**config.mk**
```make
export PLATFORM = sky130hd
export DESIGN_NAME = keypad_emulator
export DESIGN_NICKNAME = d
export VERILOG_FILES = /design/src/rtl/keypad_pkg.sv /design/src/rtl/keypad_emu_fifo.sv /design/src/rtl/keypad_emulator.sv
export SDC_FILE = /design/constraint.sdc
export NUM_CORES = 1
export LEC_CHECK = 0
export ABC_AREA = 0
export CORE_MARGIN = 2
export CORE_UTILIZATION = 30
export CTS_CLUSTER_SIZE = 20
export DETAILED_ROUTE_END_ITERATION = 8
export GPL_TIMING_DRIVEN = 0
export PLACE_DENSITY = 0.45
export SYNTH_ARGS = -nofsm -noshare
export SYNTH_HDL_FRONTEND = slang
export SYNTH_SLANG_ARGS = --single-unit
```
**constraint.sdc**
```tcl
create_clock -name clk -period 5 [get_ports clk]
set_clock_uncertainty 0.1 [all_clocks]
set_input_delay 0.5 -clock clk [delete_from_list [all_inputs] [get_ports clk]]
set_output_delay 0.5 -clock clk [all_outputs]
set_load 0.02 [all_outputs]
```
**src/rtl/keypad_pkg.sv**
```systemverilog
// Shared types and constants for the 4x4 keypad emulator.
package keypad_pkg;

  localparam int KEY_W = 4;

  // Row and column lines are active-low; all ones means no contact / no strobe.
  localparam logic [3:0] ROW_IDLE = 4'b1111;
  localparam logic [3:0] COL_IDLE = 4'b1111;

  // key_code layout: [3:2] row index, [1:0] column index.
  localparam int ROW_IDX_MSB = 3;
  localparam int ROW_IDX_LSB = 2;
  localparam int COL_IDX_MSB = 1;
  localparam int COL_IDX_LSB = 0;

  typedef enum logic [1:0] {
    IDLE  = 2'd0,
    PRESS = 2'd1,
    GAP   = 2'd2
  } state_t;

  function automatic logic [1:0] row_idx(input logic [KEY_W-1:0] key);
    return key[ROW_IDX_MSB:ROW_IDX_LSB];
  endfunction

  function automatic logic [1:0] col_idx(input logic [KEY_W-1:0] key);
    return key[COL_IDX_MSB:COL_IDX_LSB];
  endfunction

endpackage

```
**src/rtl/keypad_emu_fifo.sv**
```systemverilog
// Key-code queue between the host and the press sequencer.
// dout always shows the head entry; a push while full is dropped even if a
// pop happens on the same edge.
module keypad_emu_fifo
  import keypad_pkg::*;
#(
  parameter int DEPTH = 4
) (
  input  logic             clk,
  input  logic             rst,
  input  logic             push,
  input  logic             pop,
  input  logic [KEY_W-1:0] din,
  output logic [KEY_W-1:0] dout,
  output logic             full,
  output logic             empty
);

  localparam int PTR_W = $clog2(DEPTH);

  logic [KEY_W-1:0] mem_q [DEPTH];
  logic [KEY_W-1:0] mem_d [DEPTH];
  logic [PTR_W-1:0] wr_ptr_q, wr_ptr_d;
  logic [PTR_W-1:0] rd_ptr_q, rd_ptr_d;
  logic [PTR_W:0]   count_q, count_d;
  logic             push_ok;
  logic             pop_ok;

  assign full  = (count_q == (PTR_W+1)'(DEPTH));
  assign empty = (count_q == '0);
  assign dout  = mem_q[rd_ptr_q];

  // Next pointers, occupancy and storage; pointers wrap naturally at DEPTH.
  always_comb begin
    push_ok  = push && !full;
    pop_ok   = pop && !empty;
    mem_d    = mem_q;
    wr_ptr_d = wr_ptr_q;
    rd_ptr_d = rd_ptr_q;
    count_d  = count_q;
    if (push_ok) begin
      mem_d[wr_ptr_q] = din;
      wr_ptr_d        = wr_ptr_q + 1'b1;
    end
    if (pop_ok) begin
      rd_ptr_d = rd_ptr_q + 1'b1;
    end
    case ({push_ok, pop_ok})
      2'b10:   count_d = count_q + 1'b1;
      2'b01:   count_d = count_q - 1'b1;
      default: count_d = count_q;
    endcase
  end

  // Queue state register.
  always_ff @(posedge clk) begin
    if (rst) begin
      mem_q    <= '{default: '0};
      wr_ptr_q <= '0;
      rd_ptr_q <= '0;
      count_q  <= '0;
    end else begin
      mem_q    <= mem_d;
      wr_ptr_q <= wr_ptr_d;
      rd_ptr_q <= rd_ptr_d;
      count_q  <= count_d;
    end
  end

endmodule

```
**src/rtl/keypad_emulator.sv**
```systemverilog
// 4x4 matrix keypad emulator: presses queued keys one at a time and answers
// the scanner's active-low column strobes on the active-low row lines.
//
// state | meaning
// IDLE  | no key pressed; pops the next queued key when one is available
// PRESS | cur_key held down for HOLD_CYCLES cycles
// GAP   | key released for GAP_CYCLES cycles before the next one
module keypad_emulator
  import keypad_pkg::*;
#(
  parameter int DEPTH       = 4,
  parameter int HOLD_CYCLES = 1000,
  parameter int GAP_CYCLES  = 1000
) (
  input  logic             clk,
  input  logic             rst,
  input  logic             key_valid,
  input  logic [KEY_W-1:0] key_code,
  output logic             key_ready,
  input  logic [3:0]       col,
  output logic [3:0]       row,
  output logic             active,
  output logic             done,
  output logic             busy
);

  localparam int MAX_CYC = (HOLD_CYCLES > GAP_CYCLES) ? HOLD_CYCLES : GAP_CYCLES;
  localparam int CNT_W   = $clog2(MAX_CYC + 1);
  localparam logic [CNT_W-1:0] HOLD_LOAD = CNT_W'(HOLD_CYCLES - 1);
  localparam logic [CNT_W-1:0] GAP_LOAD  = CNT_W'(GAP_CYCLES - 1);

  state_t           state_q, state_d;
  logic [CNT_W-1:0] cnt_q, cnt_d;
  logic [KEY_W-1:0] cur_key_q, cur_key_d;
  logic             done_q, done_d;
  logic [3:0]       row_q, row_d;
  logic [3:0]       col_low;
  logic             fifo_pop;
  logic [KEY_W-1:0] fifo_dout;
  logic             fifo_full;
  logic             fifo_empty;

  keypad_emu_fifo #(
    .DEPTH(DEPTH)
  ) u_fifo (
    .clk  (clk),
    .rst  (rst),
    .push (key_valid),
    .pop  (fifo_pop),
    .din  (key_code),
    .dout (fifo_dout),
    .full (fifo_full),
    .empty(fifo_empty)
  );

  assign key_ready = !fifo_full;
  assign active    = (state_q == PRESS);
  assign done      = done_q;
  assign row       = row_q;
  assign busy      = !fifo_empty || (state_q != IDLE);

  // Active-high view of the column strobes; X on col propagates unfiltered.
  assign col_low = col ^ COL_IDLE;

  // Press sequencer with down-counting hold/gap timer, plus the row response.
  always_comb begin
    state_d   = state_q;
    cnt_d     = cnt_q;
    cur_key_d = cur_key_q;
    done_d    = 1'b0;
    fifo_pop  = 1'b0;
    case (state_q)
      IDLE: begin
        if (!fifo_empty) begin
          fifo_pop  = 1'b1;
          cur_key_d = fifo_dout;
          cnt_d     = HOLD_LOAD;
          state_d   = PRESS;
        end
      end
      PRESS: begin
        if (cnt_q == '0) begin
          cnt_d   = GAP_LOAD;
          done_d  = 1'b1;
          state_d = GAP;
        end else begin
          cnt_d = cnt_q - 1'b1;
        end
      end
      GAP: begin
        if (cnt_q == '0) begin
          state_d = IDLE;
        end else begin
          cnt_d = cnt_q - 1'b1;
        end
      end
      default: state_d = IDLE;
    endcase

    // The pressed key shorts its row to its column: the row goes low while
    // the scanner strobes that column, regardless of other strobed columns.
    row_d = ROW_IDLE;
    if ((state_q == PRESS) && col_low[col_idx(cur_key_q)]) begin
      row_d[row_idx(cur_key_q)] = 1'b0;
    end
  end

  // Sequencer and row register.
  always_ff @(posedge clk) begin
    if (rst) begin
      state_q   <= IDLE;
      cnt_q     <= '0;
      cur_key_q <= '0;
      done_q    <= 1'b0;
      row_q     <= ROW_IDLE;
    end else begin
      state_q   <= state_d;
      cnt_q     <= cnt_d;
      cur_key_q <= cur_key_d;
      done_q    <= done_d;
      row_q     <= row_d;
    end
  end

endmodule

```
; Word level (Yosys, flattened, before mapping)
; Index checks and enable logic that the tools add are counted.
[op_classes]
addsub = 5
magnitude_cmp = 6
eq_ne = 9
muxes = 22
bitwise_logic = 7
reduce_logical = 19
[op_table]
columns = cell, n
row1 = $mux 10, 3
row2 = $pmux 10 s3, 1
row3 = $bwmux 16, 1
row4 = $mux 4, 3
row5 = $logic_not 10->1, 1
row6 = $sub 10x1->10 const B, 1
row7 = $bmux 4 s2, 1
row8 = $demux 4 s2, 1
row9 = $not 4->4, 2
row10 = $ge 3x3->1 const B, 2
row11 = $lt 2x3->1 const B, 2
row12 = $mux 2, 3
row13 = $ne 2x2->1 const B, 3
row14 = $not 2->3, 2
row15 = $pmux 2 s3, 1
row16 = $pmux 3 s2, 1
row17 = $reduce_and 3->1, 2
row18 = $logic_and 1x1->1, 5
row19 = $mux 1, 5
row20 = $add 2x1->2 const B, 2
row21 = $eq 2x1->1 const B, 2
row22 = $eq 2x2->1 const B, 2
row23 = $reduce_bool 2->1, 2
row24 = $reduce_or 2->1, 2
row25 = 15 further kinds, 18
[totals]
ff_bits = 44
out_inout_bits = 8

; Logic depth before layout (Yosys ltp)
; Gate-level depths: netlist of the first run.
[logic_depth]
depth_word = 6
mapped_depth = 10
mapped_depth_nobuf = 10

; By module
; From an unflattened synthesis of the first run, not the netlist that was laid out.
[hier_totals]
cells_unflattened = 239
hier_area_um2 = 2303.5
[by_module_without_submodules]
columns = mod, n_inst, cells_per_inst, area_each_um2
row1 = keypad_emu_fifo, 1, 111, 1164.9
row2 = keypad_emulator, 1, 128, 1138.6

; Least setup slack after synthesis of the first run
; OpenSTA, ideal clock, no wires.
[synth_timing]
path_kind = register -> register
startpoint = reg u_fifo.count_q[0]
endpoint = reg u_fifo.count_q[2]
setup_time_ps = 70
arrival_ps = 2342
setup_slack_ps = 2488
path_stages_with_launch = 10
n_path_buf = 1
period_less_slack_ps = 2512
path_cell_list = dfxtp_1 > or3b_2 > clkbuf_1 > nand2_1 > ha_1 > inv_1 > fa_1 > xor2_1 > or3_1 > a21oi_1
[synth_lines]
columns = element, line
row1 = start: declaration, keypad_emu_fifo.sv:25  ; logic [PTR_W:0] count_q, count_d;
row2 = start signal: assignment, keypad_emu_fifo.sv:66  ; count_q <= count_d;
row3 = $eq 3x3->1 (*), keypad_emu_fifo.sv:29  ; assign full = (count_q == (PTR_W+1)'(DEPTH));
row4 = $logic_not 1->1 (*), n/a
row5 = named net key_ready, keypad_emulator.sv:19  ; output logic key_ready,
row6 = $logic_and 1x1->1 (*), keypad_emu_fifo.sv:35  ; push_ok = push && !full;
row7 = $eq 2x1->1 or $eq 2x2->1 (tied branches), keypad_emu_fifo.sv:48  ; case ({push_ok, pop_ok})
row8 = $pmux 3 s2 or $reduce_bool 2->1 (tied branches), n/a
; The timed path passes the listed nets; every way through them passes the cells marked *.
; A chain may end at the register's enable or synchronous reset.

; Final worst setup path of the first run
[layout_timing]
startpoint = reg state_q[1]
endpoint = out busy
[layout_between]
elab_chain_len = 2
[layout_lines]
columns = element, line
row1 = start: declaration, keypad_emulator.sv:32  ; state_t state_q, state_d;
row2 = start signal: assignment, keypad_emulator.sv:117  ; state_q <= state_d;
row3 = $reduce_bool 2->1, keypad_emulator.sv:60  ; assign busy = !fifo_empty || (state_q != IDLE);
row4 = $logic_or 1x1->1, keypad_emulator.sv:60
row5 = end: declaration, keypad_emulator.sv:24  ; output logic busy
; No other way between the ends.

==> results of run 1 <==
-- stage by stage --
stage                       util  hold WS [ns]  setup WS (ns)
after global routing      0.3677        0.3609          1.893
after detailed placement  0.3519        0.3104          2.240
after CTS                 0.3677        0.3290          2.094
after global placement    0.3519        0.3165          2.267
after floorplan                -        0.2872          2.488
final                     0.3677        0.3234          2.085
-- power by group through the flow --
stage	combinational (mW)	clock, mW	sequential [mW]
4_1_cts	0.785	0.296	0.494
3_5_place_dp	0.780	0	0.502
3_3_place_gp	0.784	0	0.502
2_1_floorplan	0.597	0	0.486
6_report	0.783	0.284	0.494
5_1_grt	0.886	0.310	0.508
-- registers in the layout, summed over array words and instances, names as in the netlist, 2 cells and up --
name and cells:
u_fifo.wr_ptr_q 2, cnt_q 10, state_q 2, u_fifo.mem_q 16, cur_key_q 4, u_fifo.rd_ptr_q 2
u_fifo.count_q 3, row 4
-- cells by family (layout without fill, tap and decap cells) --
logic type                 Yosys count  count (layout)  share of synthesized area
xor gates and xnor gates             5               5                    0.01936
and+or+nand+nor                     85              85                     0.2046
AOI/OAI and AO/OA                   51              51                     0.1471
DFF                                 44              44                     0.3894
muxes                               21              21                     0.1206
adders and majority gates           13              13                    0.07522
buffers and inverters               24              50                    0.04369
-- cell usage in the layout (no fill, tap or decap), types with 3 or more instances in the layout --
cell type,instances
dfxtp_1,44
nor2_1,31
a21oi_1,25
clkdlybuf4s50_1,18
mux2i_1,16
inv_1,14
nand2_1,13
ha_1,12
nand3_1,9
clkbuf_1,7
nor3_1,7
mux4_2,5
clkbuf_8,5
o21ai_0,3
a211oi_1,3
a31oi_1,3
a2111oi_1,3
nand2b_1,3
xor2_1,3
-- metal layers --
| metal | routed length [µm] | GRT usage | vias up | part of all wire |
|---|---|---|---|---|
| li1 | - | - | 928 | - |
| met2 | 2493 | 0.2257 | 28 | 0.47 |
| met5 | 0 | 0 | - | 0 |
| met1 | 2572 | 0.1813 | 867 | 0.49 |
| met4 | 63 | 0.05051 | 0 | 0.012 |
| met3 | 159 | 0.02170 | 5 | 0.030 |
-- final cells by class --
cell class	instances	area (µm²)
Inverter	15	56.30
Clock inverter	3	46.29
Sequential cell	44	880.8
Clock buffer	5	68.82
Timing Repair Buffer	18	180.2
Tap cell	99	123.9
Multi-Input combinational cell	175	1282
Fill cell	811	4611
Buffer	9	42.54
-- critical path, delay by kind of cell (launching register included) --
family                     cells  cell delay, ns
adders and majority gates      1            0.19
buffers and inverters          3            0.99
DFF                            1            0.35
and+or+nand+nor                1            0.49
-- worst paths after layout --
check	start	endpoint	slack (ns)	depth (start not counted)
setup / recovery	state_q[1]$_SDFFE_PP0P_	busy	2.08	5
hold / removal	cur_key_q[2]$_SDFFE_PP0P_	row[1]$_SDFF_PP1_	0.32	1
setup reg to reg	u_fifo.count_q[0]$_SDFFE_PP0P_	u_fifo.count_q[2]$_SDFFE_PP0P_	2.27	8
hold reg to reg	cur_key_q[2]$_SDFFE_PP0P_	row[1]$_SDFF_PP1_	0.32	1
-- synth_stat cells (3+ instances only) --
| library cell | n | area share |
|---|---|---|
| clkbuf_1 | 7 | 0.012 |
| nand2b_1 | 3 | 0.0083 |
| a2111oi_1 | 3 | 0.013 |
| xor2_1 | 3 | 0.012 |
| nand2_1 | 13 | 0.022 |
| a211oi_1 | 3 | 0.010 |
| mux2i_1 | 16 | 0.071 |
| inv_1 | 14 | 0.023 |
| a21oi_1 | 25 | 0.055 |
| a31oi_1 | 3 | 0.0083 |
| o21ai_0 | 3 | 0.0066 |
| ha_1 | 12 | 0.066 |
| mux4_2 | 5 | 0.050 |
| nor2_1 | 31 | 0.051 |
| nand3_1 | 9 | 0.020 |
| nor3_1 | 7 | 0.015 |
| dfxtp_1 | 44 | 0.39 |
==> results.cfg, run 1 <==
[sta]
fin_crit_sh = 0.5831
slew_violations = 0
clock.fmax_mhz = 343.0
worstMarginPinSlew_ns = 0.8841
finalSetupViolations = 0
slew_headroom = 0.4052
tns_ns = 0
rsz0062_at_grt = no
period_needed_ns = 2.915
hold_violations = 0

[worst_setup_path]
cp-start-kind = flop
slowest_delay_ns = 0.60
worstSetupPathType = flop to output port
cpMostUsedCell = inv_1
endpoint_kind = output port
worstPathArrival_ns = 2.32
critical_path_required_ns = 4.40
slowest_stage = clkdlybuf4s50_1
path_cells = inv_1 -> ha_1 -> nor4b_1 -> inv_1 -> clkdlybuf4s50_1
critPathMaxFanout = 6

[place]
hpwl_um = 3783
io_buffers = 18
placedCellCount = 360
gp_congestion = 0.8453
place_area_mm2 = 0.002566

[logic_synthesis]
yosysWarnings = 0
synth_area_per_cell_um2 = 9.309
synth_fp_nets = 267
synth_flop_cell = dfxtp_1
async_flop_share = 0
syn_area_mm2 = 0.002262
synth_cells = 243
synth-seq-cells = 44
ys_types = 48
synth-edff-count = 0
ys_seq_area_frac = 0.3894

[grt]
globalRoute.totalOverflow = 0
grt_pass1_vias = 1862
antenna_found_initial = 0
grt_pass1_wl_um = 9211
grt_use_total = 0.1371
grt_max_degree = 16

[clock_tree]
numCtsBuffers = 5
postCtsSetupBuffers = 0
clk_latency_ns = 0.30
ctsResizeCount = 0
htreeDepth = 2
path_clk_slew_ns = 0.10
cts_hold_buffers = 0
cts_tree = yes
cts.sinks = 44
clockBufferDepth = 2
clock-root-buffer = clkbuf_8

[detailed_routing]
drc = 0
drt_iter0_drc = 53
num_vias = 1828
first_pass_iters = 4
drt-total-wl_um = 5288
ant_nets = 0
drt-wirelength-per-cell_um = 14.37
drt-vias-per-instance = 4.967

[status]
status = complete, no violations

[finish]
nets = 292
diodes = 0
layout-drive-gt1-share = 0.1041
area_growth_pct = 18.53
layout.cells.non_filler = 368
finalInstanceArea_mm2 = 0.002681

[power_and_ir_drop]
internal_power_uw = 894.4
pwr-share-seq = 0.317
power.density_mw_per_mm2 = 582.4
switching_share = 0.4272
p_clk_frac = 0.182
finalPower_mw = 1.561
worst_ir_drop_vdd_v = 0.0001695
comb_power_share = 0.501
p_switching_uw = 667.1
p_leak_nw = 1.040

[die]
die_h_um = 90.84
pin_count = 19
coreArea_mm2 = 0.007292
row_count = 31
start_util = 0.3102
die_x_um = 90.84
dieArea_mm2 = 0.008251

[min_path]
hp-class = flop to flop

[job]
drv_cap = 0
(Power assumes the default switching activity.)
==> run 2, diff against run 1 <==
==> constraint.sdc (replaced) <==
create_clock -name clk -period 2.7 [get_ports clk]
set_clock_uncertainty 0.1 [all_clocks]
set_input_delay 0.27 -clock clk [delete_from_list [all_inputs] [get_ports clk]]
set_output_delay 0.27 -clock clk [all_outputs]
set_load 0.02 [all_outputs]
==> results.cfg, run 2 (synthesis results as in run 1) <==
[detailed_routing]
first_pass_iters = 4
drt-vias-per-instance = 4.954
num_vias = 1818
drc = 0
drt-total-wl_um = 5289
drt_iter0_drc = 54
ant_nets = 0
drt-wirelength-per-cell_um = 14.41

[status]
status = complete, no violations

[finish]
largestRegisters = u_fifo.mem_q: 16 flops, cnt_q: 10 flops
final_util = 0.3693
final_cell_mix = dfxtp_1 (43), nor2_1 (31), a21oi_1 (25), clkdlybuf4s50_1 (18), mux2i_1 (16)
diodes = 0
multiInputGateArea_mm2 = 0.001296
layout-drive-gt1-share = 0.1231
largest_register = u_fifo.mem_q
final_common_cell = dfxtp_1
fill_cells = 806
largest_reg_flops = 16
regArea_um2 = 882.1
area_growth_pct = 19.03
nets = 291
layout.cells.non_filler = 367

[die]
row_count = 31
die_h_um = 90.84
dieArea_mm2 = 0.008251
pin_count = 19
die_x_um = 90.84
coreArea_mm2 = 0.007292
start_util = 0.3102

[clock_tree]
postCtsSetupBuffers = 0
cts_hold_buffers = 0
numCtsBuffers = 5
clockBufferDepth = 2
cts.sinks = 44
clock-root-buffer = clkbuf_8
clk_latency_ns = 0.30
ctsResizeCount = 1
path_clk_slew_ns = 0.08
cts_tree = yes
htreeDepth = 2

[grt]
globalRoute.totalOverflow = 0
antenna_found_initial = 0
grt_pass1_vias = 1862
grt_use_total = 0.1371
grt_max_degree = 16
grt_pass1_wl_um = 9211

[worst_setup_path]
critPathMaxFanout = 7
cp-start-kind = flop
worstSetupPathType = flop to flop
worstPathArrival_ns = 2.58
critical_path_required_ns = 2.82
endpoint_kind = flop

[place]
hpwl_um = 3783
gp_congestion = 0.8453
io_buffers = 18
placedCellCount = 360

[min_path]
hp-class = flop to flop

[sta]
tns_ns = 0
whs_ns = 0.3234
rsz0062_at_grt = no
worstMarginPinSlew_ns = 0.8784
period_needed_ns = 2.463
fin_crit_sh = 0.9123
slew_violations = 0
finalSetupViolations = 0
hold_violations = 0
slew_headroom = 0.4090
clock.fmax_mhz = 406.0

[job]
drv_cap = 0

[power_and_ir_drop]
power.density_mw_per_mm2 = 1079
worst_ir_drop_vdd_v = 0.0003214
finalPower_mw = 2.906
p_leak_nw = 1.047
==> run 2: per-layer routing <==
metal,wire length [µm],vias to the layer above,GRT usage
met5,0,-,0
met4,63,0,0.05051
met3,159,5,0.02170
met2,2491,26,0.2257
met1,2574,863,0.1813
li1,-,924,-
==> run 2: worst max-delay path, stage by stage, from the launching register on <==
cell     delay (ns)
dfxtp_1        0.38
or3b_2         0.57
nand2_2        0.14
ha_1           0.18
inv_1          0.06
fa_1           0.37
xor2_1         0.16
or3_1          0.30
a21oi_1        0.13
==> run 2: power by group <==
| group | leakage (nW) | switching (mW) | internal, mW |
|---|---|---|---|
| combinational | 0.632 | 0.855 | 0.603 |
| sequential | 0.360 | 0.136 | 0.786 |
| clock | 0.0548 | 0.247 | 0.279 |
==> run 2: per-stage QoR <==
step                      instance area, µm²  setup WS (ns)
after floorplan                         2262         0.1878
after global placement                  2566       -0.03309
after detailed placement                2566       -0.05963
after CTS                               2686       0.006402
after global routing                    2693        0.04640
final                                   2693         0.2367
==> run 2: final cells by class <==
type | instances | share of cell area
multi-input cells | 175 | 0.4814
flip-flops and latches | 44 | 0.3276
repair buffers | 18 | 0.06691
well taps | 99 | 0.04600
clock buffers | 5 | 0.02556
inverters | 15 | 0.02091
clock inverters | 3 | 0.01719
plain buffers | 8 | 0.01441
==> run 2: path summary, 6_finish.rpt <==
| check | startpoint | endpoint | slack, ns | depth (start not counted) |
|---|---|---|---|---|
| min | cur_key_q[2]$_SDFFE_PP0P_ | row[1]$_SDFF_PP1_ | 0.32 | 1 |
| max reg2reg | u_fifo.count_q[0]$_SDFFE_PP0P_ | u_fifo.count_q[2]$_SDFFE_PP0P_ | 0.24 | 8 |
| max | u_fifo.count_q[0]$_SDFFE_PP0P_ | u_fifo.count_q[2]$_SDFFE_PP0P_ | 0.24 | 8 |
| min reg2reg | cur_key_q[2]$_SDFFE_PP0P_ | row[1]$_SDFF_PP1_ | 0.32 | 1 |
==> run 3, diff against run 2 <==
--- a/config.mk
+++ b/config.mk
@@ -6,6 +6,7 @@
 export NUM_CORES = 1
 export LEC_CHECK = 0
 export ABC_AREA = 0
+export CORE_ASPECT_RATIO = 0.8
 export CORE_MARGIN = 2
 export CORE_UTILIZATION = 30
 export CTS_CLUSTER_SIZE = 20
==> constraint.sdc (replaced) <==
create_clock -name clk -period 2.96 [get_ports clk]
set_clock_uncertainty 0.1 [all_clocks]
set_input_delay 0.296 -clock clk [delete_from_list [all_inputs] [get_ports clk]]
set_output_delay 0.296 -clock clk [all_outputs]
set_load 0.02 [all_outputs]
==> results.cfg, run 3 (synthesis results as in run 1) <==
[clock_tree]
clock-root-buffer = clkbuf_8
path_clk_slew_ns = 0.09
postCtsSetupBuffers = 0
ctsResizeCount = 0
clk_latency_ns = 0.31
htreeDepth = 2
cts_hold_buffers = 0
clockBufferDepth = 2
cts_tree = yes
cts.sinks = 44
numCtsBuffers = 5

[worst_setup_path]
critPathMaxFanout = 6
r2r_start = u_fifo.count_q[2]$_SDFFE_PP0P_
worstSetupPathType = flop to output port
crit_end = busy
regToRegSetupSlack_ns = 0.37
critical_path_required_ns = 2.56
worstPathArrival_ns = 2.28
cp-startpoint = state_q[1]$_SDFFE_PP0P_
cp-start-kind = flop
endpoint_kind = output port
r2r-end = u_fifo.count_q[2]$_SDFFE_PP0P_
reg2regPathDepth = 9

[die]
row_count = 28
start_util = 0.3075
die_h_um = 81.67
pin_count = 19
dieArea_mm2 = 0.008256
coreArea_mm2 = 0.007357
die_x_um = 101.1

[detailed_routing]
drt_iter0_drc = 98
drt-total-wl_um = 5272
num_vias = 1865
drt-vias-per-instance = 5.195
first_pass_iters = 4
ant_nets = 0
drt-wirelength-per-cell_um = 14.69
drc = 0

[place]
hpwl_um = 3871
io_buffers = 18
placedCellCount = 351
gp_congestion = 0.7973
place_ws_ns = 0.3579

[sta]
worstMarginPinSlew_ns = 0.9459
period_needed_ns = 2.679
rsz0062_at_grt = no
fin_ws_ns = 0.2810
slew_headroom = 0.3636
slew_violations = 0
fin_crit_sh = 0.9051
finalSetupViolations = 0
clock.fmax_mhz = 373.3
tns_ns = 0
hold_violations = 0

[power_and_ir_drop]
comb_power_share = 0.497
p_clk_frac = 0.188
power.density_mw_per_mm2 = 989.5
internal_power_mw = 1.533
pwr-share-seq = 0.315
finalPower_mw = 2.648
p_leak_nw = 1.047
switching_share = 0.4213
p_switching_mw = 1.116
worst_ir_drop_vdd_v = 0.0002468

[finish]
final_cell_mix = dfxtp_1 (44), nor2_1 (31), a21oi_1 (25), clkdlybuf4s50_1 (18), mux2i_1 (16)
diodes = 0
regArea_um2 = 880.8
layout.cells.non_filler = 359
largest_register = u_fifo.mem_q
largest_reg_flops = 16
final_common_cell = dfxtp_1
multiInputGateArea_mm2 = 0.001282
largestRegisters = u_fifo.mem_q: 16 flops, cnt_q: 10 flops
layout-drive-gt1-share = 0.1041
fill_cells = 765
nets = 292
area_growth_pct = 18.31

[grt]
grt_use_total = 0.1389
antenna_found_initial = 0
grt_pass1_wl_um = 8825
grt_pass1_vias = 1654
grt_max_degree = 15
globalRoute.totalOverflow = 0

[min_path]
hp-class = flop to flop
hp-start = cur_key_q[3]$_SDFFE_PP0P_

[status]
status = complete, no violations

[job]
drv_cap = 0
==> run 3: worst min-delay path by stage <==
stage	to	slack, ns	cells past startpoint
floorplan	cnt_q[2]$_SDFFE_PP0P_	0.28	1
global placement	row[1]$_SDFF_PP1_	0.32	1
detailed placement	row[3]$_SDFF_PP1_	0.32	1
CTS	row[3]$_SDFF_PP1_	0.34	1
global route	row[3]$_SDFF_PP1_	0.37	1
finish	row[3]$_SDFF_PP1_	0.34	1
==> run 3: worst max-delay path, cell delays in order, from the launching register on <==
cell	delay, ns
dfxtp_1	0.35
inv_1	0.13
ha_1	0.18
nor4b_1	0.48
inv_1	0.23
clkdlybuf4s50_1	0.60
==> run 3: layout make-up <==
type	count	share of cell area
multi-input combinational	175	0.4792
buffer	9	0.01590
inverter	15	0.02104
clock inverter	2	0.01449
timing repair buffer	18	0.06732
clock buffer	6	0.03086
sequential	44	0.3291
tap	90	0.04208
==> run 3: per-stage QoR <==
| step | hold WS [ns] | cell area, µm² | util |
|---|---|---|---|
| 2_1_floorplan | 0.2781 | 2262 | - |
| 3_3_place_gp | 0.3198 | 2555 | 0.3473 |
| 3_5_place_dp | 0.3168 | 2555 | 0.3473 |
| 4_1_cts | 0.3392 | 2676 | 0.3638 |
| 5_1_grt | 0.3703 | 2676 | 0.3638 |
| 6_report | 0.3369 | 2676 | 0.3638 |
==> run 3: layer usage <==
layer / wire [µm] / global-route usage / vias to the layer above
li1: - / - / 935
met1: 2923 / 0.2180 / 881
met2: 2044 / 0.1854 / 44
met3: 264 / 0.03830 / 5
met4: 40 / 0.02838 / 0
met5: 0 / 0 / -
==> run 3: power by group through the flow <==
stage          registers (mW)  clock network, mW  logic, mW
6_report                0.834              0.498       1.32
5_1_grt                 0.854              0.545       1.49
4_1_cts                 0.835              0.517       1.32
3_5_place_dp            0.849                  0       1.32
3_3_place_gp            0.848                  0       1.32
2_1_floorplan           0.822                  0       1.01
